===== src/rtl/instr_buffer.sv =====
// -----------------------------------------------------------------------------
// instr_buffer
//   Circular FIFO between the fetch stage and decode. Fetch pushes fetched
//   instruction words with their PC, predicted-taken bit and early-decode
//   register-use flags. Decode pops the head entry when it advances. A branch
//   flush empties the buffer in one cycle.
//
// Ports
//   clk              clock
//   rst_n            synchronous active-low reset
//   push             write in_* into the tail entry
//   flush            discard all entries (branch mispredict)
//   in_instruction   fetched instruction word (32)
//   in_pc            instruction PC (32)
//   in_prediction    branch predicted taken
//   in_uses_rs1/rs2/rd  early-decode register-use flags
//   pop              decode advance; consumes the head when valid
//   valid            buffer not empty; out_* meaningful
//   out_*            head entry fields (combinational from storage)
//   full             count == DEPTH
//   early_full       count >= DEPTH-1
//   overflow         sticky: a push was dropped because the buffer was full
// -----------------------------------------------------------------------------
module instr_buffer #(
    parameter int DEPTH = 4
) (
    input  logic        clk,
    input  logic        rst_n,
    input  logic        push,
    input  logic        flush,
    input  logic [31:0] in_instruction,
    input  logic [31:0] in_pc,
    input  logic        in_prediction,
    input  logic        in_uses_rs1,
    input  logic        in_uses_rs2,
    input  logic        in_uses_rd,
    input  logic        pop,
    output logic        valid,
    output logic [31:0] out_instruction,
    output logic [31:0] out_pc,
    output logic        out_prediction,
    output logic        out_uses_rs1,
    output logic        out_uses_rs2,
    output logic        out_uses_rd,
    output logic        full,
    output logic        early_full,
    output logic        overflow
);

    localparam int PTR_W   = $clog2(DEPTH);
    localparam int CNT_W   = PTR_W + 1;
    localparam int ENTRY_W = 68;

    localparam logic [PTR_W-1:0] PTR_ONE    = PTR_W'(1);
    localparam logic [CNT_W-1:0] CNT_ONE    = CNT_W'(1);
    localparam logic [CNT_W-1:0] CNT_FULL   = CNT_W'(DEPTH);
    localparam logic [CNT_W-1:0] CNT_EARLY  = CNT_W'(DEPTH - 1);

    // Entry layout: {instruction, pc, prediction, uses_rs1, uses_rs2, uses_rd}
    logic [ENTRY_W-1:0] mem_q [DEPTH];

    logic [PTR_W-1:0] rd_ptr_q, rd_ptr_d;
    logic [PTR_W-1:0] wr_ptr_q, wr_ptr_d;
    logic [CNT_W-1:0] count_q, count_d;
    logic             valid_q, valid_d;
    logic             full_q, full_d;
    logic             early_full_q, early_full_d;
    logic             overflow_q, overflow_d;

    logic             pop_ok;
    logic             push_ok;
    logic             write_en;
    logic [ENTRY_W-1:0] head;

    // A push into a full buffer is still accepted when the head leaves in the
    // same cycle: the new entry takes the freed slot.
    assign pop_ok  = pop & valid_q;
    assign push_ok = push & (~full_q | pop_ok);

    // Storage is only written on an accepted push outside reset and flush.
    assign write_en = rst_n & ~flush & push_ok;

    always_comb begin
        rd_ptr_d   = rd_ptr_q;
        wr_ptr_d   = wr_ptr_q;
        count_d    = count_q;
        overflow_d = overflow_q;

        if (flush) begin
            rd_ptr_d = '0;
            wr_ptr_d = '0;
            count_d  = '0;
        end else begin
            if (pop_ok) begin
                rd_ptr_d = rd_ptr_q + PTR_ONE;
            end
            if (push_ok) begin
                wr_ptr_d = wr_ptr_q + PTR_ONE;
            end
            unique case ({push_ok, pop_ok})
                2'b10:   count_d = count_q + CNT_ONE;
                2'b01:   count_d = count_q - CNT_ONE;
                default: count_d = count_q;
            endcase
            if (push & full_q & ~pop_ok) begin
                overflow_d = 1'b1;
            end
        end

        // Status flags are registered from the next count so they never
        // depend combinationally on push/pop.
        valid_d      = (count_d != '0);
        full_d       = (count_d == CNT_FULL);
        early_full_d = (count_d >= CNT_EARLY);
    end

    always_ff @(posedge clk) begin
        if (!rst_n) begin
            rd_ptr_q     <= '0;
            wr_ptr_q     <= '0;
            count_q      <= '0;
            valid_q      <= 1'b0;
            full_q       <= 1'b0;
            early_full_q <= 1'b0;
            overflow_q   <= 1'b0;
        end else begin
            rd_ptr_q     <= rd_ptr_d;
            wr_ptr_q     <= wr_ptr_d;
            count_q      <= count_d;
            valid_q      <= valid_d;
            full_q       <= full_d;
            early_full_q <= early_full_d;
            overflow_q   <= overflow_d;
        end
    end

    always_ff @(posedge clk) begin
        if (write_en) begin
            mem_q[wr_ptr_q] <= {in_instruction, in_pc, in_prediction,
                                in_uses_rs1, in_uses_rs2, in_uses_rd};
        end
    end

    assign head = mem_q[rd_ptr_q];

    assign out_instruction = head[67:36];
    assign out_pc          = head[35:4];
    assign out_prediction  = head[3];
    assign out_uses_rs1    = head[2];
    assign out_uses_rs2    = head[1];
    assign out_uses_rd     = head[0];

    assign valid      = valid_q;
    assign full       = full_q;
    assign early_full = early_full_q;
    assign overflow   = overflow_q;

endmodule


===== config.mk =====
export PLATFORM = sky130hd
export DESIGN_NAME = instr_buffer
export DESIGN_NICKNAME = d
export VERILOG_FILES = /design/src/rtl/instr_buffer.sv
export SDC_FILE = /design/constraint.sdc
export NUM_CORES = 1
export LEC_CHECK = 0
export CAP_MARGIN = 20
export CORE_ASPECT_RATIO = 0.9
export CORE_MARGIN = 2
export CORE_UTILIZATION = 30
export DETAILED_ROUTE_END_ITERATION = 6
export PLACE_DENSITY_LB_ADDON = 0.12
export SYNTH_ARGS = -nofsm -noshare
export SYNTH_HDL_FRONTEND = slang
export SYNTH_SLANG_ARGS = --single-unit

===== constraint.sdc =====
create_clock -name clk -period 3 [get_ports clk]
set_clock_uncertainty 0.2 [all_clocks]
set_input_delay 0.3 -clock clk [delete_from_list [all_inputs] [get_ports clk]]
set_output_delay 0.3 -clock clk [all_outputs]
set_load 0.03 [all_outputs]

==> results_dict.tcl <==
set metrics [dict create \
    die_y_um 181 \
    finalWorstSetupSlack_ns 0.167 \
    port_buffers 144 \
    p_total_mw 8.82 \
    hpwl_um 13900 \
    rows 64 \
    drtAntennaViolNets 0 \
    holdCritPathClass "in2reg" \
    drive_gt1_share_pct 23.1 \
    dp_worst_setup_slack_ns 0.222 \
    die_area_um2 36300 \
    timing.final.hold_violations 0 \
    clkTransAtPathRegs_ns 0.06 \
    path_delay_family "buffers and inverters" \
    grt_overflow 0 \
    worstPathArrival_ns 2.33 \
    synth.cell_area_um2 10400 \
    synth_seq_cells 285 \
    place_congestion 0.708 \
    final_cells 1097 \
    rsz0062_at_grt "false" \
    crit_path_end_kind "primary output" \
    worst_pin_slew_ns 0.450 \
    cts_hold_buf 0 \
    fillers 3052 \
    final_area_um2 13900 \
    core_area_um2 34100 \
    grt_pass1_vias 5505 \
    yosysSeqAreaShare_pct 80.8 \
    timing.critical_path.buf_inv 2 \
    multi_input_area_um2 1880 \
    maxCapViolations 0 \
    antenna_found_initial 1 \
    final_cell_mix "edfxtp_1 (272), clkdlybuf4s50_1 (130), mux4_2 (68)" \
    post-route-period-util_pct 94.4 \
    drt_iter0_drc 237 \
    worst-setup-path-type "reg2out" \
    clockBufferDepth 3 \
    vias 4895 \
    synthFlopType "edfxtp_1" \
    slew_headroom_pct 70.1 \
    die_x_um 201 \
    path_cells "buf_12, mux4_2, clkdlybuf4s50_1" \
    grt_max_degree 34 \
    avgSynthCellArea_um2 24.8 \
    slowest_stage "clkdlybuf4s50_1" \
    slew_viol_final 0 \
    initial_core_util_pct 30.6 \
    required_ns 2.50 \
    numCtsBuffers 35 \
    setup_tns_ns 0 \
    yosysWarningCount 0 \
    cts_root_buf "clkbuf_16" \
    status "completed" \
    nets 686 \
    final_util_pct 40.7 \
    final_common_cell "edfxtp_1" \
    drc 0 \
    setup_violations 0 \
    cts_tree "yes" \
    rrSetupSlack_ns 0.64 \
    routed_via_density 4.46 \
    synth_edf_count 272 \
    ys_types 31 \
    ff_latch_area_um2 8440 \
    track_usage_pct 12.2 \
    synth_nets 500 \
    drt_wl_total_um 21900 \
    place_area_um2 12800 \
    clk-insertion-delay-late_ns 0.49 \
    place_inst 1031 \
    grt_pass1_wl_um 33200 \
    area_growth_pct 33.0 \
    p_leak_nw 4.36 \
    syn_inst 421 \
    avgRoutedWirePerCell_um 20.0 \
    powerDensity_nw_per_um2 635 \
    fin_crit_ns 2.83 \
    dr.pass1.iters 4 \
    fmax_ghz 0.353 \
    peakVddDrop_mv 0.263 \
    critical_path.max_fanout 21 \
    cts_htree_levels 2 \
    ios 145 \
    critical_path.startpoint_type "flip-flop" \
    cts.sinks 285 \
    async_reset_ff_share_pct 0 \
    whs_ns 0.237 \
    critPathMaxStageDelay_ns 0.63 \
]
-- Yosys cell counts (2+ instances only) --
cell,number,area share (%)
edfxtp_1,272,78
o21ai_0,2,0.096
ha_1,5,0.60
a31oi_1,2,0.12
and2_1,5,0.30
buf_6,4,0.43
o211ai_1,2,0.14
dfxtp_1,13,2.5
nor3b_1,2,0.14
buf_2,8,0.38
a21oi_1,2,0.096
xor2_1,2,0.17
inv_1,5,0.18
mux4_2,68,15
nor2_1,7,0.25
xnor2_1,2,0.17
clkbuf_1,6,0.22
-- flip-flops by register name, summed over array words and instances, names as in the netlist, named ones only --
register / count
count_q: 3
early_full: 1
full: 1
mem_q: 272
overflow: 1
rd_ptr_q: 2
valid: 1
wr_ptr_q: 2
-- path summary, 6_finish.rpt --
check	from	to	cells after the start
worst max-delay path	flip-flop	out_instruction[28]	3
worst min-delay path	in_pc[22]	mem_q[3][26]	1
worst max register to register	valid	full	7
worst min register to register	overflow	overflow	2
-- area by class of cell --
class | count | area share, %
inverter | 5 | 0.135
clock buffer | 41 | 6.78
tap | 462 | 4.17
timing repair buffer | 167 | 13.2
antenna | 2 | 0.0361
clock inverter | 22 | 1.28
sequential | 285 | 60.8
multi-input combinational | 113 | 13.6
-- routing by layer --
layer / share of wire, % / global-route usage, % / up-vias
li1: - / - / 2167
met2: 49 / 20.1 / 135
met3: 5.9 / 3.39 / 40
met4: 2.1 / 3.85 / 0
met5: 0 / 0 / -
met1: 43 / 15.6 / 2553
-- power by group --
part / leakage (nW) / switching, mW / internal (mW)
sequential: 2.56 / 0.0132 / 4.40
clock: 0.540 / 1.50 / 2.49
combinational: 1.26 / 0.207 / 0.205
-- cells by family after synthesis --
group | synth area share (%)
compound gates | 0.780
flops | 80.8
xor+xnor | 0.336
fa+ha+maj | 0.792
buf+inv | 1.21
mux | 14.8
simple gates | 1.27
-- worst register-to-register path: stages (launching register included) --
cell and delay [ns]:
dfxtp_1 0.37, a21boi_0 0.12, nand2b_1 0.16, ha_1 0.23, fa_1 0.45, xnor2_1 0.15, or4_4 0.45, a21boi_1 0.16
-- timing repair --
item | CTS | global route
endpoints found under the setup margin | 43 | 0
resized for setup | 14 | 0
buffers inserted | 1 | 0
Power figures use the tool's default switching activity.
